### config.mk
export PLATFORM = sky130hd
export DESIGN_NAME = ex_muldiv
export DESIGN_NICKNAME = d
export VERILOG_FILES = /design/src/rtl/cpu_pkg.sv /design/src/rtl/div_core.sv /design/src/rtl/ex_muldiv.sv
export SDC_FILE = /design/constraint.sdc
export NUM_CORES = 2
export LEC_CHECK = 0
export CAP_MARGIN = 20
export CORE_ASPECT_RATIO = 1.2
export CORE_UTILIZATION = 59
export CTS_CLUSTER_DIAMETER = 50
export CTS_CLUSTER_SIZE = 16
export DETAILED_ROUTE_END_ITERATION = 10
export HOLD_SLACK_MARGIN = 0.02
export PLACE_DENSITY = 0.85
export SYNTH_ARGS = -nofsm -noshare
export SYNTH_HDL_FRONTEND = slang
export SYNTH_HIERARCHICAL = 1
export SYNTH_SLANG_ARGS = --single-unit
### constraint.sdc
create_clock -name clk -period 7.6 [get_ports clk]
set_clock_uncertainty 0.15 [all_clocks]
set_input_delay 1.14 -clock clk [delete_from_list [all_inputs] [get_ports clk]]
set_output_delay 1.14 -clock clk [all_outputs]
set_load 0.01 [all_outputs]
### src/rtl/cpu_pkg.sv
// Shared decode/EX encodings for the multiply/divide path.
package cpu_pkg;

  typedef enum logic [2:0] {
    MD_NONE  = 3'd0,
    MD_MULT  = 3'd1,
    MD_MULTU = 3'd2,
    MD_DIV   = 3'd3,
    MD_DIVU  = 3'd4,
    MD_MTHI  = 3'd5,
    MD_MTLO  = 3'd6
  } muldiv_op_t;

  typedef enum logic [1:0] {
    ST_IDLE = 2'd0,
    ST_MUL  = 2'd1,
    ST_DIV  = 2'd2,
    ST_DONE = 2'd3
  } md_state_t;

  // Ops that occupy the unit for more than the accept cycle.
  function automatic logic is_long_op(muldiv_op_t op);
    return op inside {MD_MULT, MD_MULTU, MD_DIV, MD_DIVU};
  endfunction

endpackage

### src/rtl/div_core.sv
// Unsigned iterative restoring divider: one quotient bit per step, MSB first.
module div_core
  import cpu_pkg::*;
#(
  parameter int unsigned WIDTH = 32
) (
  input  logic             clk,
  input  logic             rst_n,
  input  logic             start,
  input  logic             step,
  input  logic [WIDTH-1:0] dividend,
  input  logic [WIDTH-1:0] divisor,
  output logic [WIDTH-1:0] quotient,
  output logic [WIDTH-1:0] remainder,
  output logic             done
);

  localparam int unsigned CW = (WIDTH > 1) ? $clog2(WIDTH) : 1;

  logic [WIDTH-1:0] rem;
  logic [WIDTH-1:0] quo;
  logic [WIDTH-1:0] dvs;
  logic [CW-1:0]    cnt;
  logic [WIDTH:0]   rem_sh;
  logic [WIDTH:0]   diff;

  // quotient/remainder present the result of the step taken this cycle.
  assign rem_sh    = {rem, quo[WIDTH-1]};
  assign diff      = rem_sh - {1'b0, dvs};
  assign quotient  = {quo[WIDTH-2:0], ~diff[WIDTH]};
  assign remainder = diff[WIDTH] ? rem_sh[WIDTH-1:0] : diff[WIDTH-1:0];
  assign done      = step & (cnt == CW'(WIDTH - 1));

  always_ff @(posedge clk) begin
    if (!rst_n) begin
      rem <= '0;
      quo <= '0;
      dvs <= '0;
      cnt <= '0;
    end else if (start) begin
      rem <= '0;
      quo <= dividend;
      dvs <= divisor;
      cnt <= '0;
    end else if (step) begin
      rem <= remainder;
      quo <= quotient;
      cnt <= cnt + CW'(1);
    end
  end

endmodule

### src/rtl/ex_muldiv.sv
// EX-stage multiply/divide unit owning HI/LO; stalls the front end while busy.
module ex_muldiv
  import cpu_pkg::*;
#(
  parameter int unsigned WIDTH = 32
) (
  input  logic             clk,
  input  logic             rst_n,
  input  logic             op_valid_i,
  input  muldiv_op_t       op_i,
  input  logic [WIDTH-1:0] rs_val_i,
  input  logic [WIDTH-1:0] rt_val_i,
  input  logic             flush_i,
  output logic             stall_o,
  output logic             busy_o,
  output logic [WIDTH-1:0] hi_o,
  output logic [WIDTH-1:0] lo_o
);

  md_state_t          state, state_n;
  logic [WIDTH-1:0]   hi, lo, hi_n, lo_n;
  logic [WIDTH-1:0]   mul_a, mul_b;
  logic               mul_sgn, neg_q, neg_r;
  logic               cap_mul, div_start, div_step, div_done;
  logic               div_sgn;
  logic [WIDTH-1:0]   dvd_abs, dvs_abs, div_q, div_r, q_fix, r_fix;
  logic [2*WIDTH-1:0] prod;

  // Signed divide runs on magnitudes; signs are reapplied on the last step.
  assign div_sgn = (op_i == MD_DIV);
  assign dvd_abs = (div_sgn & rs_val_i[WIDTH-1]) ? WIDTH'(-rs_val_i) : rs_val_i;
  assign dvs_abs = (div_sgn & rt_val_i[WIDTH-1]) ? WIDTH'(-rt_val_i) : rt_val_i;
  assign q_fix   = neg_q ? WIDTH'(-div_q) : div_q;
  assign r_fix   = neg_r ? WIDTH'(-div_r) : div_r;

  // Sign- or zero-extend to 2*WIDTH so one multiplier serves MULT and MULTU.
  assign prod = {{WIDTH{mul_sgn & mul_a[WIDTH-1]}}, mul_a}
              * {{WIDTH{mul_sgn & mul_b[WIDTH-1]}}, mul_b};

  div_core #(.WIDTH(WIDTH)) u_div_core (
    .clk      (clk),
    .rst_n    (rst_n),
    .start    (div_start),
    .step     (div_step),
    .dividend (dvd_abs),
    .divisor  (dvs_abs),
    .quotient (div_q),
    .remainder(div_r),
    .done     (div_done)
  );

  always_comb begin
    state_n   = state;
    hi_n      = hi;
    lo_n      = lo;
    stall_o   = 1'b0;
    cap_mul   = 1'b0;
    div_start = 1'b0;
    div_step  = 1'b0;
    unique case (state)
      ST_IDLE: begin
        if (op_valid_i && !flush_i) begin
          stall_o = is_long_op(op_i);
          case (op_i)
            MD_MULT, MD_MULTU: begin
              cap_mul = 1'b1;
              state_n = ST_MUL;
            end
            MD_DIV, MD_DIVU: begin
              if (rt_val_i == '0) begin
                lo_n    = '1;
                hi_n    = rs_val_i;
                state_n = ST_DONE;
              end else begin
                div_start = 1'b1;
                state_n   = ST_DIV;
              end
            end
            MD_MTHI: hi_n = rs_val_i;
            MD_MTLO: lo_n = rs_val_i;
            default: ;
          endcase
        end
      end
      ST_MUL: begin
        if (flush_i) begin
          state_n = ST_IDLE;
        end else begin
          stall_o = 1'b1;
          hi_n    = prod[2*WIDTH-1:WIDTH];
          lo_n    = prod[WIDTH-1:0];
          state_n = ST_DONE;
        end
      end
      ST_DIV: begin
        if (flush_i) begin
          state_n = ST_IDLE;
        end else begin
          stall_o  = 1'b1;
          div_step = 1'b1;
          if (div_done) begin
            lo_n    = q_fix;
            hi_n    = r_fix;
            state_n = ST_DONE;
          end
        end
      end
      ST_DONE: state_n = ST_IDLE;
      default: state_n = ST_IDLE;
    endcase
    if (!rst_n) stall_o = 1'b0;
  end

  always_ff @(posedge clk) begin
    if (!rst_n) begin
      state   <= ST_IDLE;
      hi      <= '0;
      lo      <= '0;
      mul_a   <= '0;
      mul_b   <= '0;
      mul_sgn <= 1'b0;
      neg_q   <= 1'b0;
      neg_r   <= 1'b0;
    end else begin
      state <= state_n;
      hi    <= hi_n;
      lo    <= lo_n;
      if (cap_mul) begin
        mul_a   <= rs_val_i;
        mul_b   <= rt_val_i;
        mul_sgn <= (op_i == MD_MULT);
      end
      if (div_start) begin
        neg_q <= div_sgn & (rs_val_i[WIDTH-1] ^ rt_val_i[WIDTH-1]);
        neg_r <= div_sgn & rs_val_i[WIDTH-1];
      end
    end
  end

  assign busy_o = (state != ST_IDLE);
  assign hi_o   = hi;
  assign lo_o   = lo;

endmodule

==> results_dict.tcl <==
set metrics [dict create \
    num_rows 120 \
    critPathMaxFanout 15 \
    synth_cell_types 87 \
    dp_hpwl_mm 135 \
    fillers 5881 \
    cts-hold-fix-buffers 0 \
    die_w_um 276 \
    netlist.area_leader.share_pct 42.3 \
    placed_area_um2 58800 \
    worst_pin_slew_ns 1.19 \
    crit_chain "buf_4, buf_4, and3_1, fa_2, buf_4, fa_1, fa_1, fa_1, fa_1, fa_1, fa_1, inv_1, fa_1, inv_1, ha_1, buf_4, and2_1, and4_1, o211a_1, o2111ai_2, and2_4, xnor2_4, a221oi_2, nor4b_1" \
    critical-path-slowest-cell "fa_1" \
    synthTopCellsByArea "fa_1 42%, dfxtp_1 8.8%, inv_1 8.3%, nand2_1 7.3%, ha_1 6.0%" \
    grt_max_degree 87 \
    path_buf_inv 6 \
    crit_path_max_incr_delay_ns 0.68 \
    synth_edf_count 0 \
    cts_max_level 2 \
    leakagePower_nw 29.5 \
    clkTransAtPathRegs_ns 0.08 \
    period_minus_slack_ns 8.16 \
    drtIter0Drc 4988 \
    syn_inst 6150 \
    yosysTopAreaCell "fa_1" \
    synth-seq-area-share_pct 8.79 \
    ioPinCount 137 \
    slew_headroom_pct 20.2 \
    powerDensity_nw_per_um2 162 \
    total_power_mw 10.1 \
    root_buffer "clkbuf_16" \
    crit_arrival_ns 8.48 \
    drtPass1Iterations 6 \
    grt_pass1_wl_mm 277 \
    design_area_um2 62400 \
    violations "negative setup slack" \
    grt_overflow 0 \
    period_share_pct 107 \
    clk_latency_ns 0.59 \
    peakVddDrop_mv 0.442 \
    gp_congestion 1.01 \
    cpMostUsedCell "fa_1" \
    clock_path_buffers 3 \
    io_buffers 136 \
    vias_per_cell 6.13 \
    grt_pass1_vias 50530 \
    gr-usage-all-layers_pct 39.3 \
    yosys_warnings 6 \
    fin_ws_ns -0.560 \
    setup_viol 40 \
    core_um2 89300 \
    rsz0062_at_grt "true" \
    vias 46894 \
    nNetsFinal 7913 \
    die_h_um 331 \
    slew_viol_final 0 \
    routedWlPerCell_um 23.7 \
    end_kind "register" \
    cts_tree "yes" \
    drv_cap 0 \
    die_area_um2 91600 \
    synth_seq_cells 234 \
    async_reset_ff_share_pct 0 \
    start_kind "register" \
    syn-cell-area_um2 53300 \
    ys.flop_type "dfxtp_1" \
    drc 0 \
    postSynthAreaPerCell_um2 8.67 \
    antenna_found_initial 14 \
    syn_to_final_growth_pct 17.0 \
    numClockSinks 234 \
    min-delay-path-class "reg2reg" \
    initial_core_util_pct 59.7 \
    cts_made_buffers 34 \
    drt_wl_total_mm 182 \
    required_ns 7.92 \
    status "finished, violations left" \
    antenna_left 0 \
    clock.fmax_ghz 0.123 \
    drive_gt1_share_pct 15.0 \
    hold_viol 0 \
    cp_top_family "adder cells" \
    mappedNetlistNets 7601 \
    path_class "reg2reg" \
]
[final cells by class]
class                           count  area (µm²)  area share (%)
Antenna cell                        3        7.51          0.0120
Clock buffer                       37         883            1.42
Clock inverter                     25         314           0.504
Inverter                         1189        4470            7.17
Multi-Input combinational cell   4325       43900            70.4
Sequential cell                   234        4790            7.68
Tap cell                         1159        1450            2.33
Timing Repair Buffer              678        6560            10.5
[final timing paths]
check | slack [ns] | startpoint | end | cells past startpoint
worst max-delay path | -0.56 | mul_sgn$_SDFFE_PN0P_ | hi_o[23]$_SDFFE_PN0P_ | 24
worst min-delay path | 0.31 | hi_o[11]$_SDFFE_PN0P_ | hi_o[11]$_SDFFE_PN0P_ | 2
worst max register to register | -0.56 | mul_sgn$_SDFFE_PN0P_ | hi_o[23]$_SDFFE_PN0P_ | 24
worst min register to register | 0.31 | hi_o[11]$_SDFFE_PN0P_ | hi_o[11]$_SDFFE_PN0P_ | 2
[power breakdown]
group | internal, mW | switching (mW) | total [mW]
logic | 2.45 | 4.26 | 6.70
registers | 1.46 | 0.250 | 1.71
clock network | 0.912 | 0.797 | 1.71
total | 4.82 | 5.30 | 10.1
[metal layers]
| layer | vias to the layer above | wire length, µm | part of all wire, % | GRT usage [%] |
|---|---|---|---|---|
| met5 | - | 76 | 0.042 | 0 |
| met4 | 12 | 18200 | 10 | 30.3 |
| met3 | 1250 | 20900 | 11 | 10.9 |
| met2 | 3233 | 84400 | 46 | 64.2 |
| met1 | 23020 | 58000 | 32 | 43.7 |
| li1 | 19379 | - | - | - |
[repair_timing]
item,in CTS,in global routing
cloned,8,0
pin swaps,124,188
setup endpoints to repair,43,45
setup buffers,47,25
resized for setup,229,201
[logic make-up after synthesis]
kind of cell	synth area share, %
AOI/OAI and AO/OA	9.34
xor gates and xnor gates	3.56
adders and majority gates	48.2
buffers and inverters	11.5
DFF	8.79
muxes	1.72
and+or+nand+nor	16.8
[registers in the layout (all words and copies together) (netlist names)]
register / flops
hi_o: 32
mul_sgn: 1
u_div_core/dvs: 32
neg_q: 1
state: 2
u_div_core/rem: 32
u_div_core/quo: 32
u_div_core/cnt: 5
neg_r: 1
lo_o: 32
mul_b: 32
mul_a: 32
[worst min-delay path, stage by stage (launching register included)]
cell	delay, ns
dfxtp_1	0.31
nand2_1	0.05
a21boi_1	0.05
[metrics by stage]
step           utilization, %  std cells  setup TNS (ns)  setup slack (ns)  hold WS (ns)
2_1_floorplan               -       6150        -0.00260          -0.00260         0.317
3_3_place_gp             65.8       7514           -8.89            -0.482         0.301
3_5_place_dp             65.8       7514          -13.67            -0.605         0.307
4_1_cts                  68.7       7628           -4.53            -0.295         0.306
5_1_grt                  69.8       7648          -20.31            -0.745         0.338
6_report                 69.8       7650          -12.20            -0.560         0.306
[synthesized netlist by cell type, drive strengths merged (39+ instances only)]
| library cell | n |
|---|---|
| dfxtp | 234 |
| xnor2 | 148 |
| mux2i | 67 |
| o21ai | 137 |
| ha | 254 |
| a21boi | 78 |
| xor2 | 68 |
| buf | 57 |
| nor3 | 39 |
| a21o | 39 |
| fa | 1126 |
| nor2b | 75 |
| clkbuf | 345 |
| nor2 | 184 |
| nand3 | 55 |
| and2 | 364 |
| nand2 | 1030 |
| inv | 1188 |
| a21oi | 148 |
| o31ai | 43 |
[layout by cell type, fill, tap and decap left out, types with 41 or more instances in the layout]
| master | count |
|---|---|
| inv_1 | 1133 |
| fa_1 | 1081 |
| nand2_1 | 1023 |
| buf_4 | 433 |
| and2_1 | 349 |
| ha_1 | 224 |
| dfxtp_1 | 193 |
| nor2_1 | 180 |
| xnor2_1 | 136 |
| clkdlybuf4s50_1 | 135 |
| a21oi_1 | 122 |
| o21ai_0 | 107 |
| nor2b_1 | 75 |
| a21boi_0 | 69 |
| mux2i_1 | 67 |
| xor2_1 | 63 |
| buf_12 | 58 |
| inv_2 | 52 |
| nand3_1 | 52 |
| fa_2 | 45 |
| o31ai_1 | 41 |
Note: power is estimated with default switching activity, not from simulation.
